## src/rtl/serial_add_ctrl_pkg.sv

```systemverilog
// Shared definitions for the bit-serial add/subtract controller:
// FSM state encodings and the default operand width.
package serial_add_ctrl_pkg;

    localparam int WIDTH_DEFAULT = 4;

    typedef enum logic [1:0] {
        S_IDLE  = 2'd0,
        S_SHIFT = 2'd1,
        S_DONE  = 2'd2
    } state_t;

endpackage

```

## src/rtl/serial_add_ctrl_fulladder.sv

```systemverilog
// Single-bit full-adder cell, the one shared arithmetic element that the
// serial controller steps across the operands one bit per clock.
module fulladder (
    input  logic a,
    input  logic b,
    input  logic cin,
    output logic sum,
    output logic cout
);

    // Plain combinational sum and carry of three input bits.
    always_comb begin
        sum  = a ^ b ^ cin;
        cout = (a & b) | (a & cin) | (b & cin);
    end

endmodule

```

## src/rtl/serial_add_ctrl.sv

```systemverilog
// Bit-serial add/subtract controller. Operands are captured on an accepted
// start, then fed LSB first through one full-adder cell, one bit per clock.
// Subtraction is A + ~B + 1. Results are registered on entry to DONE so that
// sum, carry and overflow appear together with the one-cycle done pulse.
module serial_add_ctrl
    import serial_add_ctrl_pkg::*;
#(
    parameter int WIDTH = WIDTH_DEFAULT
) (
    input  logic             clk,
    input  logic             rst,
    input  logic             start,
    input  logic             sub,
    input  logic             cin,
    input  logic [WIDTH-1:0] a_in,
    input  logic [WIDTH-1:0] b_in,
    output logic             busy,
    output logic             done,
    output logic [WIDTH-1:0] sum_out,
    output logic             cout_out,
    output logic             ovf_out
);

    // Counter only needs to reach WIDTH-1; it is cleared on every start.
    localparam int CW = $clog2(WIDTH);
    localparam logic [CW-1:0] LAST_BIT = CW'(WIDTH - 1);

    state_t           state_q,    state_d;
    logic [WIDTH-1:0] a_sr_q,     a_sr_d;
    logic [WIDTH-1:0] b_sr_q,     b_sr_d;
    logic [WIDTH-1:0] sum_sr_q,   sum_sr_d;
    logic             carry_q,    carry_d;
    logic [CW-1:0]    cnt_q,      cnt_d;
    logic             busy_q,     busy_d;
    logic             done_q,     done_d;
    logic [WIDTH-1:0] sum_out_q,  sum_out_d;
    logic             cout_out_q, cout_out_d;
    logic             ovf_out_q,  ovf_out_d;

    logic fa_sum;
    logic fa_cout;
    logic c_msb_in;

    fulladder u_fa (
        .a    (a_sr_q[0]),
        .b    (b_sr_q[0]),
        .cin  (carry_q),
        .sum  (fa_sum),
        .cout (fa_cout)
    );

    // On the final step the carry register holds the carry into the MSB.
    assign c_msb_in = carry_q;

    // Next-state logic: capture on start, shift one bit per clock, publish on the last bit.
    always_comb begin
        state_d    = state_q;
        a_sr_d     = a_sr_q;
        b_sr_d     = b_sr_q;
        sum_sr_d   = sum_sr_q;
        carry_d    = carry_q;
        cnt_d      = cnt_q;
        busy_d     = busy_q;
        done_d     = 1'b0;
        sum_out_d  = sum_out_q;
        cout_out_d = cout_out_q;
        ovf_out_d  = ovf_out_q;

        case (state_q)
            S_IDLE: begin
                if (start) begin
                    a_sr_d   = a_in;
                    b_sr_d   = sub ? ~b_in : b_in;
                    carry_d  = sub ? 1'b1 : cin;
                    cnt_d    = '0;
                    sum_sr_d = '0;
                    busy_d   = 1'b1;
                    state_d  = S_SHIFT;
                end
            end
            S_SHIFT: begin
                sum_sr_d = {fa_sum, sum_sr_q[WIDTH-1:1]};
                a_sr_d   = a_sr_q >> 1;
                b_sr_d   = b_sr_q >> 1;
                carry_d  = fa_cout;
                cnt_d    = cnt_q + CW'(1);
                if (cnt_q == LAST_BIT) begin
                    sum_out_d  = {fa_sum, sum_sr_q[WIDTH-1:1]};
                    cout_out_d = fa_cout;
                    ovf_out_d  = c_msb_in ^ fa_cout;
                    done_d     = 1'b1;
                    state_d    = S_DONE;
                end
            end
            S_DONE: begin
                busy_d  = 1'b0;
                state_d = S_IDLE;
            end
            default: begin
                busy_d  = 1'b0;
                state_d = S_IDLE;
            end
        endcase
    end

    // State and datapath registers with synchronous reset.
    always_ff @(posedge clk) begin
        if (rst) begin
            state_q    <= S_IDLE;
            a_sr_q     <= '0;
            b_sr_q     <= '0;
            sum_sr_q   <= '0;
            carry_q    <= 1'b0;
            cnt_q      <= '0;
            busy_q     <= 1'b0;
            done_q     <= 1'b0;
            sum_out_q  <= '0;
            cout_out_q <= 1'b0;
            ovf_out_q  <= 1'b0;
        end else begin
            state_q    <= state_d;
            a_sr_q     <= a_sr_d;
            b_sr_q     <= b_sr_d;
            sum_sr_q   <= sum_sr_d;
            carry_q    <= carry_d;
            cnt_q      <= cnt_d;
            busy_q     <= busy_d;
            done_q     <= done_d;
            sum_out_q  <= sum_out_d;
            cout_out_q <= cout_out_d;
            ovf_out_q  <= ovf_out_d;
        end
    end

    assign busy     = busy_q;
    assign done     = done_q;
    assign sum_out  = sum_out_q;
    assign cout_out = cout_out_q;
    assign ovf_out  = ovf_out_q;

endmodule
```

## config.mk

```make
export PLATFORM = sky130hd
export DESIGN_NAME = serial_add_ctrl
export DESIGN_NICKNAME = d
export VERILOG_FILES = /design/src/rtl/serial_add_ctrl_pkg.sv /design/src/rtl/serial_add_ctrl_fulladder.sv /design/src/rtl/serial_add_ctrl.sv
export SDC_FILE = /design/constraint.sdc
export NUM_CORES = 1
export LEC_CHECK = 0
export ABC_AREA = 1
export ABC_CLOCK_PERIOD_IN_PS = 2560
export CAP_MARGIN = 10
export CORE_ASPECT_RATIO = 1.4
export CORE_UTILIZATION = 45
export DETAILED_ROUTE_END_ITERATION = 16
export PLACE_DENSITY = 0.73
export SKIP_LAST_GASP = 1
export SLEW_MARGIN = 0
export SYNTH_ARGS = -nofsm -noshare
export SYNTH_HDL_FRONTEND = slang
export SYNTH_SLANG_ARGS = --single-unit
export TNS_END_PERCENT = 10
```

## constraint.sdc

```tcl
create_clock -name clk -period 2.56 [get_ports clk]
set_input_delay 0.768 -clock clk [delete_from_list [all_inputs] [get_ports clk]]
set_output_delay 0.768 -clock clk [all_outputs]
set_load 0.005 [all_outputs]
```

# Word level (Yosys, flattened, before mapping)
# Index checks and enable logic that the tools add are counted.
[word_totals]
ff_bits = 25
inputBits = 13
out_inout_bits = 8
[op_classes]
n_addsub = 1
n_eq_ne = 4
mux = 18
bitwise_logic = 10
n_reduce_logical = 7
[ops]
columns = ["cell", "count"]
rows = [
  ["$pmux W4 S2", 3],
  ["$mux W4", 4],
  ["$pmux W2 S2", 2],
  ["$reduce_and A2 Y1", 4],
  ["$mux W2", 3],
  ["$mux W1", 4],
  ["$ne A2 B2 Y1 const B", 2],
  ["$not A4 Y4", 1],
  ["$pmux W1 S2", 2],
  ["$and A1 B1 Y1", 3],
  ["$xor A1 B1 Y1", 3],
  ["$add A2 B1 Y2 const B", 1],
  ["$eq A2 B1 Y1 const B", 1],
  ["$eq A2 B2 Y1 const B", 1],
  ["$logic_not A2 Y1", 1],
  ["$or A1 B1 Y1", 2],
  ["$reduce_bool A2 Y1", 1],
  ["$reduce_or A2 Y1", 1],
  ["$not A1 Y1", 1],
]

# Logic depth before layout (Yosys ltp)
[depth]
word_depth = 4
mapped_depth = 8
depth_no_buf = 7

# Hierarchy
# From an unflattened synthesis, not the netlist that was laid out.
[unflattened]
hier_cells = 153
area_unflattened_um2 = 1076.0
[modules_own_cells]
columns = ["module", "n_inst", "cells_each", "area_per_inst_um2", "seq_area_each_um2"]
rows = [
  ["serial_add_ctrl", 1, 152, 1056.0, 480.5],
  ["fulladder", 1, 1, 20.0, 0.0],
]

# Worst setup path after synthesis
# OpenSTA, ideal clock, no wires.
[synth_path]
path_kind = "input port to flip-flop"
startpoint = "in start"
endpoint = "reg b_sr_q[2]"
arrival_ns = 1.200
path_slack_ns = 1.232
cell_stages = 6
path_buffers = 1
path_cell_list = "nand2_1 -> buf_4 -> nand3_1 -> nand2_1 -> nor2_1 -> nor2_1"
[synth_between]
elab_chain_cells = 2
[synth_lines]
columns = ["item", "line", "source"]
rows = [
  ["start, declared", "serial_add_ctrl.sv:12", "input logic start,"],
  ["$ne A2 B2 Y1 (no line)", "--", ""],
  ["$reduce_and A2 Y1 (no line)", "--", ""],
  ["end signal, assigned", "serial_add_ctrl.sv:123", "b_sr_q <= b_sr_d;"],
  ["end, declared", "serial_add_ctrl.sv:30", "logic [WIDTH-1:0] b_sr_q, b_sr_d;"],
]
# Every way passes these cells.
# A chain may end at the register's enable or synchronous reset.

# Final worst setup path
[layout_path]
startpoint = "reg busy_q, in the netlist busy"
endpoint = "out busy"
[layout_rtl]
columns = ["item", "line", "source"]
rows = [
  ["start, declared", "serial_add_ctrl.sv:34", "logic busy_q, busy_d;"],
  ["start signal, assigned", "serial_add_ctrl.sv:127", "busy_q <= busy_d;"],
  ["end, declared", "serial_add_ctrl.sv:17", "output logic busy,"],
]
# No word-level cell between the ends.

==> impl_results.md <==
- H-tree Lvls: 1
- Max-slew violation count: 0
- Drt via density: 5.17
- Max cap viols: 0
- I/O pins: 21
- Final min period: 1.94 ns
- Clock Sinks: 24
- Share of post-route cells with drive strength above 1: ~6.6%
- Setup-failing EPs final: 0
- TritonCTS buffer count: 3
- Mapped Nets: approximately 160
- Post-Syn Area: 1060 sq um
- Crit path max-delay family: buffers and inverters
- CP bufs+invs: 1
- Startpoint types: register
- Finished Layout Cells: 189
- Area growth syn-to-layout: 24.1%
- First-pass GRT wire length: just under 4 mm
- Most frequent cells in the layout: nand2_1 (40), dfxtp_1 (24), nand3_1 (21)
- Rows: 20
- Synth warn: 0
- Post-Synthesis Cells: approximately 150
- Detailed-route DRC error count: 0
- Final Hold Vio Count: 0
- Total grt overflow: 0
- CTS tree: done
- Max frequency: slightly above 500 MHz
- Commonest non-fill, non-tap cell in the layout: nand2_1
- Worst-case clock skew: ~0.0016 ns
- Post-DP HPWL: between 1.5 and 2 mm
- Post-Route Utilization: 59.5%
- DR vias: 977
- Kind of end point of the critical path: output pin
- Core box area: about 2200 sq um
- HP Class: register to register
- #FFs+latches synth: 24
- Status: complete, no violations
- Largest stage delay on the critical path: ~0.5 ns
- Crit path cell chain: clkdlybuf4s50_1
- Worst path required time: 1.79 ns
- Antenna violations before repair: 0
- N_diodes: 0
- Unrepaired setup endpoints after global routing: no
- Setup CP Type: register to output pin
- First drt pass iteration count: 4
- Worst-Skew Late Latency: 0.31 ns
- Pre-CTS WS: around 0.43 ns
- Post-CTS Hold Fix Bufs: 0
- Setup TNS Final: 0 ns
- Post-CTS Resized: 0
- Hold Slack: about 0.48 ns
- Final worst slack: 0.624 ns
- Dpl cells: ~190
- Final Cycle Share: between 70% and 80%
- Die width: between 40 and 50 um
- Die Height: just under 60 um
- Total length of routed wires: ~2.2 mm
- Initial DRC count: 17
- Root Buffer: clkbuf_4
- Leakage power: 0.606 nW
- Vias in the first global route: 990
- PwrDens: around 590 nW/um^2
- Largest net degree at the start of global routing: 16
- VDD IR max: 0.294 mV
- CP arrival: between 1 and 1.5 ns
- ANT nets after route: 0
- I/O Buffers: 20
- Nets@finish: 183
- Die area: 2550 sq um
- Setup Buffers After CTS: 0
- GPL Wtd Cong: ~0.81
- Starting Density: 48.0%
- Avg Inst Size Synth: roughly 7.2 sq um
- Sequential share of the synthesized area: 45.5%
- Clock transition at the registers of the reported paths: around 0.13 ns
- Wirelength per Cell: around 11 um
- Critical path's slowest cell: clkdlybuf4s50_1
- Count of cell types in the netlist: 18
- Fillers: 222
- Highest net fanout along the worst path: 2
- Slew margin rel.: roughly three quarters
- GRT Total Usage: 20.4%
- Worst-case clock buffer depth: 2
- Least-Margin Pin Slew: 0.391 ns
[flip-flops by register name, summed over array words and instances (netlist names)]
register and cells:
a_sr_q 4, b_sr_q 4, sum_out 4, sum_sr_q 3, cnt_q 2, state_q 2, busy 1, c_msb_in 1
cout_out 1, done 1, ovf_out 1
[layout make-up]
| cell class | instances | area [sq um] | share of cell area (%) |
|---|---|---|---|
| sequential | 24 | 480 | 36.7 |
| multi-input combinational | 102 | 479 | 36.6 |
| timing repair buffer | 21 | 208 | 15.9 |
| inverter | 16 | 62.6 | 4.78 |
| clock inverter | 1 | 30.0 | 2.29 |
| tap | 22 | 27.5 | 2.10 |
| clock buffer | 3 | 22.5 | 1.72 |
[layer usage]
| metal | part of all wire [%] | global-route usage [%] | routed length (um) | vias up |
|---|---|---|---|---|
| met5 | 0 | 0 | 0 | - |
| met2 | 54 | 37.0 | 1170 | 26 |
| met1 | 40 | 21.3 | 868 | 445 |
| met3 | 3.1 | 3.66 | 67 | 6 |
| li1 | - | - | - | 500 |
| met4 | 2.4 | 12.6 | 51 | 0 |
[metrics by stage]
step | total power [mW] | cell area (sq um)
6_report | 0.772 | 1310
5_1_grt | 0.813 | 1310
4_1_cts | 0.777 | 1310
3_5_place_dp | 0.510 | 1260
3_3_place_gp | 0.507 | 1260
2_1_floorplan | 0.475 | 1060
[power by group]
part           total [mW]  internal (mW)  switching [mW]
Clock               0.269          0.158           0.111
Combinational      0.0996         0.0446          0.0550
Sequential          0.403          0.390          0.0129
Total               0.772          0.593           0.179
[logic make-up after synthesis]
family	after synthesis	synth area share [%]
adder cells (fa/ha/maj)	2	3.08
AND/OR/NAND/NOR	84	34.0
buffers and inverters	20	9.12
flip-flops	24	45.5
XOR/XNOR	2	1.66
AO/OA/AOI/OAI	14	6.64
[cells in the mapped netlist]
| master | count | area [sq um] |
|---|---|---|
| nand2_1 | 40 | 150 |
| dfxtp_1 | 24 | 480 |
| nand3_1 | 21 | 105 |
| nor2_1 | 20 | 75.1 |
| inv_1 | 13 | 48.8 |
| a21oi_1 | 10 | 50.1 |
| o21ai_0 | 4 | 20.0 |
| buf_6 | 2 | 22.5 |
| inv_2 | 2 | 7.51 |
| xor2_1 | 2 | 17.5 |
| buf_4 | 1 | 7.51 |
| clkbuf_1 | 1 | 3.75 |
| fa_1 | 1 | 20.0 |
| ha_1 | 1 | 12.5 |
| inv_4 | 1 | 6.26 |
| nand2_4 | 1 | 11.3 |
| nor2_2 | 1 | 6.26 |
| nor2_4 | 1 | 11.3 |
[path summary, 6_finish.rpt]
path	slack, ns	startpoint	endpoint	cells after the start
setup / recovery	0.62	busy	busy	1
hold / removal	0.48	sum_sr_q[3]	sum_out[2]	2
setup reg to reg	1.29	state_q[1]	a_sr_q[2]	6
hold reg to reg	0.48	sum_sr_q[3]	sum_out[2]	2
(Power assumes the default switching activity.)
